===== src/rtl/window_conv_pipe.sv =====
// K x K window correlation engine: three-stage products / row sums / total pipeline,
// global valid/ready stall, and a double-buffered (shadow/active) coefficient bank.
module window_conv_pipe #(
  parameter int  WIN_HW        = 3,
  parameter int  DATA_W        = 8,
  parameter int  KERN_W        = 8,
  parameter bit  SIGNED_KERNEL = 1'b1,
  parameter int  SHIFT         = 0,
  localparam int N             = WIN_HW * WIN_HW,
  localparam int AW            = $clog2(N),
  localparam int SUM_W         = DATA_W + KERN_W + $clog2(N),
  localparam int OUT_W         = SUM_W - SHIFT
) (
  input  logic                 clk,
  input  logic                 rst_n,
  input  logic                 in_valid,
  output logic                 in_ready,
  input  logic [N*DATA_W-1:0]  window,
  output logic                 out_valid,
  input  logic                 out_ready,
  output logic [OUT_W-1:0]     out_data,
  input  logic                 k_wr_en,
  input  logic [AW-1:0]        k_wr_addr,
  input  logic [KERN_W-1:0]    k_wr_data,
  input  logic                 k_commit
);

  localparam int P_W = DATA_W + KERN_W;

  logic [KERN_W-1:0] shadow_reg [N];
  logic [KERN_W-1:0] active_reg [N];

  logic [P_W-1:0]   prod_next [N];
  logic [P_W-1:0]   prod_reg  [N];
  logic [SUM_W-1:0] prod_ext  [N];
  logic [SUM_W-1:0] row_next  [WIN_HW];
  logic [SUM_W-1:0] row_reg   [WIN_HW];
  logic [SUM_W-1:0] total_next;

  logic             v1_reg;
  logic             v2_reg;
  logic             out_valid_reg;
  logic [OUT_W-1:0] out_data_reg;
  logic             advance;

  assign advance   = !out_valid_reg || out_ready;
  assign in_ready  = advance;
  assign out_valid = out_valid_reg;
  assign out_data  = out_data_reg;

  // Per-tap multipliers; pixels are always zero-extended.
  genvar gi;
  generate
    for (gi = 0; gi < N; gi++) begin : g_tap
      logic [DATA_W-1:0] pix;
      assign pix = window[gi*DATA_W +: DATA_W];

      if (SIGNED_KERNEL) begin : g_signed
        logic signed [P_W:0] pix_s;
        logic signed [P_W:0] coef_s;
        logic signed [P_W:0] full_s;
        assign pix_s  = $signed({{(KERN_W+1){1'b0}}, pix});
        assign coef_s = $signed({{(DATA_W+1){active_reg[gi][KERN_W-1]}}, active_reg[gi]});
        assign full_s = pix_s * coef_s;
        assign prod_next[gi] = full_s[P_W-1:0];
        assign prod_ext[gi]  = {{(SUM_W-P_W){prod_reg[gi][P_W-1]}}, prod_reg[gi]};
      end else begin : g_unsigned
        logic [P_W-1:0] pix_u;
        logic [P_W-1:0] coef_u;
        assign pix_u  = {{KERN_W{1'b0}}, pix};
        assign coef_u = {{DATA_W{1'b0}}, active_reg[gi]};
        assign prod_next[gi] = pix_u * coef_u;
        assign prod_ext[gi]  = {{(SUM_W-P_W){1'b0}}, prod_reg[gi]};
      end
    end

    for (gi = 0; gi < WIN_HW; gi++) begin : g_row
      always_comb begin
        row_next[gi] = '0;
        for (int c = 0; c < WIN_HW; c++) begin
          row_next[gi] = row_next[gi] + prod_ext[gi*WIN_HW + c];
        end
      end
    end
  endgenerate

  always_comb begin
    total_next = '0;
    for (int r = 0; r < WIN_HW; r++) begin
      total_next = total_next + row_reg[r];
    end
  end

  // Commit reads shadow_reg before this edge's write, so a same-cycle write lands in shadow only.
  always_ff @(posedge clk or negedge rst_n) begin
    if (!rst_n) begin
      for (int i = 0; i < N; i++) begin
        shadow_reg[i] <= '0;
        active_reg[i] <= '0;
      end
    end else begin
      if (k_wr_en && (int'(k_wr_addr) < N)) begin
        shadow_reg[k_wr_addr] <= k_wr_data;
      end
      if (k_commit) begin
        for (int i = 0; i < N; i++) begin
          active_reg[i] <= shadow_reg[i];
        end
      end
    end
  end

  always_ff @(posedge clk or negedge rst_n) begin
    if (!rst_n) begin
      v1_reg        <= 1'b0;
      v2_reg        <= 1'b0;
      out_valid_reg <= 1'b0;
      out_data_reg  <= '0;
      for (int i = 0; i < N; i++) begin
        prod_reg[i] <= '0;
      end
      for (int r = 0; r < WIN_HW; r++) begin
        row_reg[r] <= '0;
      end
    end else if (advance) begin
      v1_reg        <= in_valid;
      v2_reg        <= v1_reg;
      out_valid_reg <= v2_reg;
      for (int i = 0; i < N; i++) begin
        prod_reg[i] <= prod_next[i];
      end
      for (int r = 0; r < WIN_HW; r++) begin
        row_reg[r] <= row_next[r];
      end
      // Arithmetic and logical shifts differ only in bits that OUT_W truncates away.
      out_data_reg  <= total_next[SUM_W-1 -: OUT_W];
    end
  end

endmodule


===== config.mk =====
export PLATFORM = sky130hd
export DESIGN_NAME = window_conv_pipe
export DESIGN_NICKNAME = d
export VERILOG_FILES = /design/src/rtl/window_conv_pipe.sv
export SDC_FILE = /design/constraint.sdc
export NUM_CORES = 2
export LEC_CHECK = 0
export ABC_AREA = 0
export BUFFER_PORTS_ARGS = -buffer_cell sky130_fd_sc_hd__buf_2
export CORE_UTILIZATION = 45
export DETAILED_ROUTE_END_ITERATION = 6
export PLACE_DENSITY = 0.66
export SETUP_SLACK_MARGIN = 0.1
export SYNTH_ARGS = -nofsm -noshare
export SYNTH_HDL_FRONTEND = slang
export SYNTH_SLANG_ARGS = --single-unit
export TNS_END_PERCENT = 20

===== constraint.sdc =====
create_clock -name clk -period 5.5 [get_ports clk]
set_clock_uncertainty 0.15 [all_clocks]
set_input_delay 0.55 -clock clk [delete_from_list [all_inputs] [get_ports clk]]
set_output_delay 0.55 -clock clk [all_outputs]
set_load 0.05 [all_outputs]

==> results_dict.tcl <==
set metrics [dict create \
    gp_congestion 0.872 \
    synth_top_area_share_pct 25.1 \
    max_stage_delay_ps 540 \
    yosys_register_bits 365 \
    ys_seq_area_share_pct 25.1 \
    wl_per_cell_um 16.9 \
    worstHoldStart "window[0]" \
    coreArea_um2 79500 \
    fin_cells 4927 \
    nFillCells 7388 \
    layout.cell_area.non_filler_um2 39700 \
    floorplan.die.height_um 286 \
    netlist-cell-type-count 71 \
    post-dp-hpwl_mm 65.6 \
    start_util_pct 45.8 \
    maximum_number_of_pins_on_one_net_before_global_route_repair 150 \
    post_synth.cell_area_avg_um2 9.73 \
    antenna_found_initial 4 \
    synth_area_leaders "dfrtp_1 (25%), fa_1 (22%), ha_1 (15%)" \
    run_status "completed" \
    timing_hold_violations_final 0 \
    timing.rr.start "active_reg[31]" \
    critPathSlowestCell "fa_1" \
    syn_nets 4659 \
    drive_gt1_share_pct 8.85 \
    dr.pass1.iters 5 \
    post_cts_resized 0 \
    dp.cells 4845 \
    maxSlewHeadroom_pct 27.8 \
    drc_errors 0 \
    worst_skew_pair.late_latency_ps 580 \
    worstHoldPathCells 3 \
    routed-via-count 25400 \
    setup_viol 0 \
    worstPathArrival_ps 5100 \
    crit_family "adder cells" \
    fmax_mhz 207 \
    worst-path-buf-inv 4 \
    unrepaired_setup_endpoints_after_global_routing "false" \
    numClockSinks 365 \
    io_buffer_count 111 \
    detailedRoute.firstIterationViolations 1315 \
    cts_htree_levels 2 \
    crit_chain "inv_1 -> fa_1 -> fa_1 -> inv_1 -> fa_1 -> inv_1 -> fa_1 -> inv_1 -> ha_1 -> o21ai_0 -> nor2_1 -> or4_1 -> a31oi_1 -> a22oi_1 -> xnor2_1 -> o21ai_1" \
    cp-start-kind "flop" \
    max_cap_viol_count 0 \
    post_detailed_placement_cell_area_um2 38100 \
    worst-r2r-cell-count 16 \
    timing.setup.critical_path_class "reg2reg" \
    min_period_over_period_pct 87.9 \
    cts_root_buf "clkbuf_16" \
    grt_pass1_vias 25900 \
    placementRows 103 \
    worst_r2r_endpoint "prod_ext[75]" \
    cts-buffers-inserted 43 \
    slew_viol_final 0 \
    endpoint_of_the_worst_hold_path "prod_ext[160]" \
    drt_wl_total_mm 83.3 \
    post_drt_via_cell_ratio 5.16 \
    mappedNetlistArea_um2 36400 \
    reg2reg_setup_slack_ps 660 \
    largest_register_ff_count 144 \
    max_slew.worst_pin.slew_ps 1080 \
    synth_edf_count 0 \
    ys_dominant_reg_cell "dfrtp_1" \
    layout.nets 4761 \
    ctsLongestPathBuffers 3 \
    grt-ovfl-total 0 \
    post_synth_inst_count 3740 \
    global_route_wire_length_before_repair_mm 138 \
    fin_tns_setup_ps 0 \
    asyncSetResetFlopFracSynth_pct 100 \
    fp.dieW_um 286 \
    total_die_area_um2 82100 \
    area_delta_synth_final_pct 9.03 \
    worst_setup_hold_path_clk_slew_ps 60 \
    post-route-min-period_ps 4840 \
    total_i_o_pin_count 112 \
    worstSetupEndpointType "flop" \
    timing.critical_path.fanout_max 7 \
    synth_largest_area_cell "dfrtp_1" \
    hold_crit_path_type "in2reg" \
    cts_tree "built" \
    drtAntennaViolNets 0 \
    track_usage_pct 21.1 \
    worstPathRequired_ps 5760 \
    yosys_warnings 0 \
]
[layout make-up]
| cell class | instances | area (um2) | area share (%) |
|---|---|---|---|
| repair buffers | 121 | 673 | 1.70 |
| clock inverters | 21 | 342 | 0.860 |
| multi-input cells | 2813 | 25100 | 63.3 |
| clock buffers | 56 | 1200 | 3.04 |
| well taps | 1050 | 1310 | 3.31 |
| diodes | 3 | 7.51 | 0.0189 |
| flip-flops and latches | 365 | 9130 | 23.0 |
| inverters | 498 | 1880 | 4.73 |
[stage by stage]
stage	util [%]	hold WS [ps]	worst slack, ps
2_1_floorplan	-	104	1050
3_3_place_gp	47.9	290	639
3_5_place_dp	47.9	297	592
4_1_cts	49.9	132	669
5_1_grt	49.9	158	372
6_report	49.9	170	663
[cell usage in the layout (no fill, tap or decap), types with 13 or more instances in the layout]
master / netlist / final
a2111oi_0: 16 / 16
a211oi_1: 22 / 22
a21o_1: 19 / 19
a21oi_1: 161 / 161
a31oi_1: 29 / 29
and2_1: 351 / 351
buf_2: 0 / 109
clkbuf_16: 0 / 43
dfrtp_1: 365 / 365
fa_1: 403 / 403
ha_1: 426 / 426
inv_1: 497 / 496
mux2_2: 135 / 135
nand2_1: 445 / 445
nand2b_1: 54 / 54
nand3_1: 24 / 24
nor2_1: 236 / 236
nor2b_1: 22 / 21
o211ai_1: 13 / 13
o21a_1: 41 / 41
o21ai_0: 139 / 139
o31ai_1: 15 / 15
xnor2_1: 75 / 75
xor2_1: 82 / 82
[cells in the mapped netlist (41+ instances only)]
cell type	count
mux2_2	135
fa_1	403
a21oi_1	161
ha_1	426
nand2_1	445
and2_1	351
xnor2_1	75
clkbuf_1	51
inv_1	497
nor2_1	236
xor2_1	82
dfrtp_1	365
nand2b_1	54
o21a_1	41
o21ai_0	139
[tightest hold or removal path, stage by stage]
cell     delay [ps]
buf_2           160
nand3_1          80
o21ai_0          70
[per-layer routing]
layer  up-vias  wire length (um)  track usage [%]
met5         -                 0                0
met4         0              1640             4.96
met3        94              3140             2.60
met2       400             38700             33.9
met1     12600             39900             30.2
li1      12300                 -                -
[worst max path at each step]
| stage | cells past startpoint | startpoint | to | slack [ps] |
|---|---|---|---|---|
| finish | 16 | active_reg[31] | prod_ext[75] | 660 |
| global route | 16 | active_reg[7] | prod_ext[15] | 370 |
| CTS | 16 | active_reg[55] | prod_ext[135] | 670 |
| detailed placement | 17 | window[13] | prod_ext[155] | 590 |
| global placement | 17 | window[39] | prod_ext[95] | 640 |
| floorplan | 15 | window[24] | prod_ext[115] | 1050 |
[kinds of logic after synthesis]
kind of cell / share of synthesized area [%]
multiplexers: 4.23
buffers and inverters: 5.87
AO/OA/AOI/OAI: 8.57
AND/OR/NAND/NOR: 15.7
XOR/XNOR: 3.78
adder cells (fa/ha/maj): 36.8
flip-flops: 25.1
[what timing repair did]
action                    4_1_cts  5_1_grt
setup buffers                   0        0
hold endpoints to repair      103        0
hold buffers                    2        0
Power is not shown: default switching activity piles up to over one toggle a cycle in this logic, so the estimate is an artifact.
